## src/rtl/blowfish_pkg.sv

```systemverilog
// Shared definitions for the Blowfish P-array key-mixing block.
// Purpose: holds the pi-fraction initial P-array values, the
//          controller state encoding and the maximum P-array depth.
// Ports:   none (package).
package blowfish_pkg;

  localparam int NP_MAX = 20;

  typedef enum logic [1:0] {
    IDLE = 2'd0,
    MIX  = 2'd1,
    DONE = 2'd2
  } state_e;

  // Leading 32-bit words of the hexadecimal fraction of pi.
  localparam logic [31:0] PI_INIT [0:NP_MAX-1] = '{
    32'h243F6A88, 32'h85A308D3, 32'h13198A2E, 32'h03707344,
    32'hA4093822, 32'h299F31D0, 32'h082EFA98, 32'hEC4E6C89,
    32'h452821E6, 32'h38D01377, 32'hBE5466CF, 32'h34E90C6C,
    32'hC0AC29B7, 32'hC97C50DD, 32'h3F84D5B5, 32'hB5470917,
    32'h9216D5D9, 32'h8979FB1B, 32'hD1310BA6, 32'h98DFB5AC
  };

endpackage

```

## src/rtl/blowfish_key_store.sv

```systemverilog
// Key word register file for the P-array key-mixing block.
// Purpose: WORDS x 32-bit storage with one synchronous write port
//          and one asynchronous read port.
// Ports:   clk/rst  - clock and synchronous active-high reset
//          wr_en    - write strobe (already gated by the caller)
//          wr_idx   - write word index; indices >= WORDS are dropped
//          wr_data  - write data
//          rd_idx   - async read index
//          rd_data  - async read data
module blowfish_key_store
  import blowfish_pkg::*;
#(
  parameter int WORDS = 16,
  parameter int AW    = $clog2(WORDS)
) (
  input  logic          clk,
  input  logic          rst,
  input  logic          wr_en,
  input  logic [AW-1:0] wr_idx,
  input  logic [31:0]   wr_data,
  input  logic [AW-1:0] rd_idx,
  output logic [31:0]   rd_data
);

  // One bit per addressable index: set where the index names a real word.
  localparam logic [2**AW-1:0] WORD_OK = {(2**AW){1'b1}} >> (2**AW - WORDS);

  logic [31:0] mem_q [0:WORDS-1];
  logic [31:0] mem_d [0:WORDS-1];

  always_comb begin
    mem_d = mem_q;
    if (wr_en && WORD_OK[wr_idx]) begin
      mem_d[wr_idx] = wr_data;
    end
  end

  always_ff @(posedge clk) begin
    if (rst) begin
      mem_q <= '{default: '0};
    end else begin
      mem_q <= mem_d;
    end
  end

  assign rd_data = mem_q[rd_idx];

endmodule

```

## src/rtl/blowfish_parray_keymix.sv

```systemverilog
// Blowfish key-schedule key-mixing phase.
// Purpose: loads each P-array entry with its pi constant XORed with key
//          words taken cyclically over a programmable key length, one
//          entry per clock, and serves the P-array through an indexed,
//          registered read port with forward or reversed ordering.
// Ports:   Clk/Rst    - clock, synchronous active-high reset
//          key_wr/key_widx/key_wdata - key word write port (ignored in MIX)
//          key_len    - key length in words, taken when a start is accepted
//          Enable     - start request, acts on its rising edge
//          Encrypt    - 1 forward readout, 0 reversed readout
//          rd_idx     - P entry read index; rd_data one cycle later
//          skey_ready - P-array complete, busy - mixing, err - rejected start
module blowfish_parray_keymix
  import blowfish_pkg::*;
#(
  parameter int ROUNDS        = 18,
  parameter int KEY_WORDS_MAX = 16,
  parameter int KLW           = $clog2(KEY_WORDS_MAX + 1),
  parameter int PIW           = $clog2(ROUNDS + 2)
) (
  input  logic                             Clk,
  input  logic                             Rst,
  input  logic                             key_wr,
  input  logic [$clog2(KEY_WORDS_MAX)-1:0] key_widx,
  input  logic [31:0]                      key_wdata,
  input  logic [KLW-1:0]                   key_len,
  input  logic                             Enable,
  input  logic                             Encrypt,
  input  logic [PIW-1:0]                   rd_idx,
  output logic [31:0]                      rd_data,
  output logic                             skey_ready,
  output logic                             busy,
  output logic                             err
);

  localparam int NP  = ROUNDS + 2;
  localparam int KIW = $clog2(KEY_WORDS_MAX);

  localparam logic [2**PIW-1:0] IDX_OK = {(2**PIW){1'b1}} >> (2**PIW - NP);

  state_e         state_q, state_d;
  logic [PIW-1:0] p_i_q, p_i_d;
  logic [KIW-1:0] k_i_q, k_i_d;
  logic [KLW-1:0] klen_q, klen_d;
  logic           err_q, err_d;
  logic           enable_s1_q, enable_s1_d;
  logic           enable_s2_q, enable_s2_d;
  logic [31:0]    rd_data_q, rd_data_d;
  logic [31:0]    p_q [0:NP-1];
  logic [31:0]    p_d [0:NP-1];

  logic [31:0]    key_rdata;
  logic           start;
  logic           len_ok;
  logic [PIW-1:0] rd_sel;

  blowfish_key_store #(
    .WORDS (KEY_WORDS_MAX),
    .AW    (KIW)
  ) u_key_store (
    .clk     (Clk),
    .rst     (Rst),
    .wr_en   (key_wr && (state_q != MIX)),
    .wr_idx  (key_widx),
    .wr_data (key_wdata),
    .rd_idx  (k_i_q),
    .rd_data (key_rdata)
  );

  // Enable is registered first and the start is its registered rising
  // edge, so a level held high cannot retrigger after DONE.
  assign enable_s1_d = Enable;
  assign enable_s2_d = enable_s1_q;
  assign start       = enable_s1_q & ~enable_s2_q;
  assign len_ok      = (key_len != '0) && (key_len <= KLW'(KEY_WORDS_MAX));

  always_comb begin
    state_d = state_q;
    p_i_d   = p_i_q;
    k_i_d   = k_i_q;
    klen_d  = klen_q;
    err_d   = 1'b0;
    p_d     = p_q;
    unique case (state_q)
      IDLE, DONE: begin
        if (start) begin
          if (len_ok) begin
            state_d = MIX;
            klen_d  = key_len;
            p_i_d   = '0;
            k_i_d   = '0;
          end else begin
            err_d = 1'b1;
          end
        end
      end
      MIX: begin
        p_d[p_i_q] = PI_INIT[p_i_q] ^ key_rdata;
        if (KLW'(k_i_q) == klen_q - KLW'(1)) begin
          k_i_d = '0;
        end else begin
          k_i_d = k_i_q + KIW'(1);
        end
        if (p_i_q == PIW'(NP - 1)) begin
          state_d = DONE;
          p_i_d   = '0;
        end else begin
          p_i_d = p_i_q + PIW'(1);
        end
      end
      default: state_d = IDLE;
    endcase
  end

  // Decrypt order reads the array back to front; out-of-range reads give 0.
  always_comb begin
    rd_sel    = Encrypt ? rd_idx : (PIW'(NP - 1) - rd_idx);
    rd_data_d = '0;
    if (IDX_OK[rd_idx]) begin
      rd_data_d = p_q[rd_sel];
    end
  end

  always_ff @(posedge Clk) begin
    if (Rst) begin
      state_q     <= IDLE;
      p_i_q       <= '0;
      k_i_q       <= '0;
      klen_q      <= '0;
      err_q       <= 1'b0;
      enable_s1_q <= 1'b0;
      enable_s2_q <= 1'b0;
      rd_data_q   <= '0;
      p_q         <= '{default: '0};
    end else begin
      state_q     <= state_d;
      p_i_q       <= p_i_d;
      k_i_q       <= k_i_d;
      klen_q      <= klen_d;
      err_q       <= err_d;
      enable_s1_q <= enable_s1_d;
      enable_s2_q <= enable_s2_d;
      rd_data_q   <= rd_data_d;
      p_q         <= p_d;
    end
  end

  assign rd_data    = rd_data_q;
  assign skey_ready = (state_q == DONE);
  assign busy       = (state_q == MIX);
  assign err        = err_q;

endmodule

```

## config.mk

```make
export PLATFORM = sky130hd
export DESIGN_NAME = blowfish_parray_keymix
export DESIGN_NICKNAME = d
export VERILOG_FILES = /design/src/rtl/blowfish_pkg.sv /design/src/rtl/blowfish_key_store.sv /design/src/rtl/blowfish_parray_keymix.sv
export SDC_FILE = /design/constraint.sdc
export NUM_CORES = 2
export LEC_CHECK = 0
export BUFFER_PORTS_ARGS = -buffer_cell sky130_fd_sc_hd__clkbuf_2
export CORE_UTILIZATION = 40
export DETAILED_ROUTE_END_ITERATION = 6
export PLACE_DENSITY_LB_ADDON = 0.1
export SYNTH_ARGS = -nofsm -noshare
export SYNTH_HDL_FRONTEND = slang
export SYNTH_SLANG_ARGS = --single-unit
export TNS_END_PERCENT = 30
```

## constraint.sdc

```tcl
create_clock -name Clk -period 3.4 [get_ports Clk]
set_input_delay 0.17 -clock Clk [delete_from_list [all_inputs] [get_ports Clk]]
set_output_delay 0.17 -clock Clk [all_outputs]
set_load 0.005 [all_outputs]
```

# Word-level counts from Yosys, hierarchy flattened
# Memories as Yosys holds them, arrays and structs flattened.
# Cells that the tools add are included.
# Widths: inputs -> output; s select.
# totals
reg_bits,1203
latch_bits,0
ram_bits,0
rom_bits,1072
output_inout_bits,35
memories,3
# classes
addsub,4
multipliers,0
div_mod_pow,0
order_cmp,9
n_eq_ne,8
shifts,0
n_mux,30
bitwise,10
reduce_logical,14
# memory_table
name,depth,word_bits,read_ports,rd_clocked_by_memory_dff,write_ports,line,text
(name not given),32,32,1,0,0,blowfish_parray_keymix.sv:98,p_d[p_i_q] = PI_INIT[p_i_q] ^ key_rdata;
(name not given),32,1,1,0,0,blowfish_parray_keymix.sv:119,if (IDX_OK[rd_idx]) begin
(name not given),16,1,1,0,0,blowfish_key_store.sv:33,if (wr_en && WORD_OK[wr_idx]) begin
# op_table
operator,n
$bwmux 640,1
$bwmux 512,1
$mux 32,8
$bmux 32 s5,1
$demux 32 s5,1
$bmux 32 s4,1
$demux 32 s4,1
$xor 32x32->32,1
$mux 5,4
$ge 6x6->1 const B,2
$mux 4,3
$not 5->6,2
$ge 5x5->1 const B,2
$not 4->5,2
$pmux 5 s2,1
$reduce_and 3->1,3
$pmux 4 s2,1
$lt 5x6->1 const B,1
$lt 6x1->1 const B,1
$mux 2,3
$add 5x1->5 const B,1
$eq 4x5->1,1
$eq 5x5->1 const B,1
$le 5x5->1 const B,1
other kinds (19),31

# Logic depth before layout (Yosys ltp)
# logic_depth
word_depth,6
mapped_depth,13
depth_no_buf,9

# Modules after synthesis
# A second synthesis with hierarchy kept.
# unflattened
hier_cells,6171
hier_area_um2,52633.0
# modules_own_cells
module,n_inst,cells_each,area_per_inst_um2,seq_area_each_um2
blowfish_parray_keymix,1,3483,29313.1,13833.3
blowfish_key_store,1,2688,23319.9,10249.8

# Worst setup path before layout
# Ideal clock, no wire load.
# synth_path
path_kind,flip-flop to flip-flop
from,register p_i_q[0]
to,register p_q[268] (netlist bit)
t_arrival_ps,2672
required_ps,3294
slack_ps,622
path_stages_with_launch,11
path_buffers,4
path_cell_list,dfxtp_1 clkbuf_1 inv_1 ha_1 clkbuf_1 mux4_2 a21oi_1 buf_2 clkbuf_1 nand3_1 o311ai_0
# synth_between
elab_chain_len,6
word_cells_on_any_way,11
cone_classes,order compare (2); mux (5); bitwise (2); reduce/logical (1); memory (1)
# synth_rtl
item,line,text
start: declaration,blowfish_parray_keymix.sv:42,"logic [PIW-1:0] p_i_q, p_i_d;"
start signal: assignment,blowfish_parray_keymix.sv:137,p_i_q <= p_i_d;
$not 5->6 (not written as such) (*),blowfish_parray_keymix.sv:98,
"$mem_v2 32x32, or another cell as far along",--,
$mux 32 (not written as such) / $logic_and 1x1->1 (equally long branches),blowfish_parray_keymix.sv:98,
$mux 32 (not written as such),blowfish_parray_keymix.sv:98,
$xor 32x32->32 / $demux 32 s5 (equally long branches),blowfish_parray_keymix.sv:98,
$bwmux 640 (*),blowfish_parray_keymix.sv:98,
end signal: assignment,blowfish_parray_keymix.sv:144,p_q <= p_d;
end: declaration,blowfish_parray_keymix.sv:49,logic [31:0] p_q [0:NP-1];
# Mark *: on every way between the ends. The rest lies on a longest branch, timed or not. The select of a mux whose other input is x is not followed.
# A chain may end at the register's enable or synchronous reset.

# Final worst setup path
# layout_path
from,register p_i_q[0]
to,register p_q[106] (netlist bit)
# The elaborated chain is that of the path after synthesis.

==> metrics.md <==
| Metric | Value |
|---|---|
| Number of endpoints failing setup at the final stage | `0` |
| Maximum operating frequency | `299 MHz` |
| Root buffer cell | `sky130_fd_sc_hd__clkbuf_16` |
| Setup ws final | `52.8 ps` |
| DR vias/cell | `6.16` |
| Total of hold buffers inserted after clock tree synthesis | `42` |
| CTS Buffer Depth | `3` |
| Total standard cell area after synthesis | `0.0539 mm2` |
| Initial detailed-routing violation count | `6,717` |
| Vias in the first global route | `47,106` |
| Launching element of the worst setup path | `p_i_q[0]$_SDFFE_PP0P_` |
| Largest net degree at the start of global routing | `169` |
| Setup repair after global routing missed its margin | `no` |
| First-pass GRT wire length | `334,000 um` |
| Worst setup SP type | `flop` |
| Die Span X | `369 um` |
| Overall die height | `369 um` |
| Critical register-to-register path endpoint | `p_q[106]$_SDFFE_PP0P_` |
| Result of the run | `finished, violations left` |
| Total congestion overflow | `0` |
| WP data required | `4070 ps` |
| Worst Path Arrival | `4010 ps` |
| DIE AREA | `0.136 mm2` |
| Drt drc | `16` |
| Crit end category | `flop` |
| Synth async-reset ratio | `0` |
| Final critical delay including setup and external delays | `3350 ps` |
| Combinational family with the most area after synthesis | `compound AO/OA/AOI/OAI gates` |
| Final Util | `0.468` |
| Area share of xor/xnor cells in the synthesized design | `0.00452` |
| DPL Wire Length | `143,000 um` |
| End of the critical path | `p_q[106]$_SDFFE_PP0P_` |
| Share of cell area taken by muxes after synthesis | `0.0672` |
| Part of the Yosys area used for sequential elements | `0.446` |
| Leakage power | `21.3 nW` |
| Initial cell density of the core | `0.404` |
| P&R area growth vs syn | `16.0%` |
| Count of input and output buffers | `85` |
| Overall track demand over capacity in global routing | `0.330` |
| Number of top-level design ports | `86` |
| Setup bufs post-CTS | `0` |
| Wire per inst | `28.0 um` |
| Post-synth cell types | `83` |
| Maximum vdd drop | `447 uV` |
| Routed Antenna Nets | `0` |
| Row count | `134` |
| Post-layout nets | `6,419` |
| Post-synth EDFFs | `0` |
| Worst setup slack for register-to-register paths | `50 ps` |
| Worst relative slew slack | `0.0974` |
| Number of clock sinks seen by CTS | `1,203` |
| Number of instances resized during post-cts repair | `0` |
| Class of the worst hold path | `input port to flop` |
| Fin cells | `8,233` |
| Worst setup slack after placement | `325 ps` |
| Count of synthesis-stage warnings from yosys | `0` |
| Register bit count reported by yosys | `1,203` |
| Number of buffers inserted during clock tree synthesis | `140` |
| Largest fanout on the critical path | `16` |
| Share of cells above drive strength 1 | `0.155` |
| Period Utilization, post-route | `0.984` |
| Net Count, Synth | `6,514` |
| Routed via count | `50,713` |
| First-pass detailed-route iteration total | `7` |
| Violations in the final reports | `design-rule violations` |
| CTS clk-pin slew, worst paths | `70 ps` |
| Clock network latency to the later pin of the worst-skew pair | `780 ps` |
| Post-Route Skew | `27.2 ps` |
| Placer's final routability congestion estimate | `0.941` |
| Prevailing post-synth register cell | `sky130_fd_sc_hd__dfxtp_1` |
| Number of max-slew violations in the final report | `0` |
| Post-synthesis compound-gate area fraction | `0.218` |
| Gate count after technology mapping | `6,451` |
| Transition time of the tightest slew-check pin | `1350 ps` |
| Worst R2R Start | `p_i_q[0]$_SDFFE_PP0P_` |
| Setup total negative slack | `0 ps` |
| Total core area | `0.134 mm2` |
| Start-to-end type of the worst setup path | `flop to flop` |
| Total wire length | `230,000 um` |
| Clock tree from TritonCTS | `yes` |
| Number of endpoints with negative hold slack in the final report | `0` |
| Power consumption | `31.9 mW` |
| Total instance count after detailed placement | `7,940` |
| Max-cap viol count | `0` |
| H-tree level count | `4` |
| Average cell area after synthesis | `8.36 um2` |
| Number of cells traversed by the worst register-to-register path | `9` |
| Power per cell area | `510 mW/mm2` |
| Simple-gate portion of the synthesized area | `0.205` |
| Number of antenna violations at the first check in global routing | `5` |
| Post-synthesis share of cell area spent on full adders, half adders and majority gates | `0.00278` |
-- placed cells by master (no fill, tap or decap), drive strengths merged, types with 17 or more instances in the layout --
master	n
nand2	1345
dfxtp	1203
a21oi	675
nor2	426
a211oi	354
buf	351
clkbuf	290
nand3	268
o21ai	218
nor3	169
mux4	126
o22ai	106
a222oi	81
and3	66
a22oi	59
mux2i	57
or3	54
nand4	44
dlygate4sd3	42
a311o	32
a211o	29
o211ai	27
and4b	25
a31o	25
inv	25
o311ai	24
clkinv	23
o221ai	22
nand2b	21
and2	21
nor2b	20
and4	19
mux2	19
or2	17
-- worst max-delay path, cell delays in order (launching register included) --
cell and delay, ps:
sky130_fd_sc_hd__dfxtp_1 310, sky130_fd_sc_hd__buf_4 190, sky130_fd_sc_hd__ha_1 220, sky130_fd_sc_hd__ha_1 210, sky130_fd_sc_hd__o21bai_1 390, sky130_fd_sc_hd__a31oi_1 100, sky130_fd_sc_hd__nor2_1 1020, sky130_fd_sc_hd__buf_4 400
sky130_fd_sc_hd__nor3_1 70, sky130_fd_sc_hd__a311o_1 310
-- worst min-delay path by stage --
stage                    from                endpoint  slack (ps)  cells after the start
floorplan              Enable  enable_s1_q$_SDFF_PP0_         300                      1
global placement       Enable  enable_s1_q$_SDFF_PP0_         380                      2
detailed placement     Enable  enable_s1_q$_SDFF_PP0_         380                      2
CTS                 rd_idx[2]  rd_data[19]$_SDFF_PP0_         100                      4
global route        rd_idx[2]  rd_data[19]$_SDFF_PP0_         150                      4
finish                 Enable  enable_s1_q$_SDFF_PP0_         150                      3
-- stage by stage --
stage / area (um2) / hold slack [ps]
2_1_floorplan: 53900 / 298
3_3_place_gp: 57400 / 377
3_5_place_dp: 57400 / 385
4_1_cts: 62600 / 104
5_1_grt: 62600 / 147
6_report: 62600 / 147
-- cells in the mapped netlist (54+ instances only) --
cell type                  number  area [um2]
sky130_fd_sc_hd__nand2_1     1342        5040
sky130_fd_sc_hd__dfxtp_1     1203       24100
sky130_fd_sc_hd__a21oi_1      675        3380
sky130_fd_sc_hd__clkbuf_1     596        2240
sky130_fd_sc_hd__nor2_1       425        1600
sky130_fd_sc_hd__a211oi_1     274        2060
sky130_fd_sc_hd__nand3_1      268        1340
sky130_fd_sc_hd__o21ai_0      216        1080
sky130_fd_sc_hd__nor3_1       169         846
sky130_fd_sc_hd__mux4_2       126        2840
sky130_fd_sc_hd__o22ai_1      106         663
sky130_fd_sc_hd__a222oi_1      81         811
sky130_fd_sc_hd__a211oi_2      80        1000
sky130_fd_sc_hd__and3_1        66         413
sky130_fd_sc_hd__buf_2         64         320
sky130_fd_sc_hd__mux2i_1       57         571
sky130_fd_sc_hd__a22oi_1       54         405
sky130_fd_sc_hd__or3_1         54         338
-- final cells by class --
type                            instances  area [um2]
Multi-Input combinational cell       4515       27300
Fill cell                           12966       71100
Clock buffer                          207        4200
Inverter                               20        82.6
Antenna cell                            4        10.0
Sequential cell                      1203       24100
Clock inverter                         40         523
Tap cell                             1768        2210
Timing Repair Buffer                  476        4150
-- routing by layer --
metal	global-route usage	part of all wire	vias up
li1	-	-	22881
met1	0.435	0.41	24884
met2	0.530	0.46	2447
met3	0.0568	0.084	501
met4	0.140	0.044	0
met5	0	0	-
-- registers in the layout, summed over array words and instances (netlist names) --
register           cells
rd_data               32
k_i_q                  4
err                    1
p_i_q                  5
klen_q                 5
enable_s2_q            1
p_q                  640
enable_s1_q            1
state_q                2
u_key_store.mem_q    512
-- kinds of logic after synthesis --
group	Yosys count
flops	1203
fa+ha+maj	12
buf+inv	733
compound gates	1753
simple gates	2527
mux	202
xor+xnor	21
-- report_power, final --
| group | total, mW | switching [mW] | internal, mW | leakage, nW |
|---|---|---|---|---|
| registers | 14.3 | 0.0701 | 14.2 | 9.70 |
| logic | 1.97 | 1.45 | 0.526 | 9.27 |
| clock network | 15.7 | 6.29 | 9.38 | 2.34 |
No activity file was read; power rests on OpenSTA's default activity.
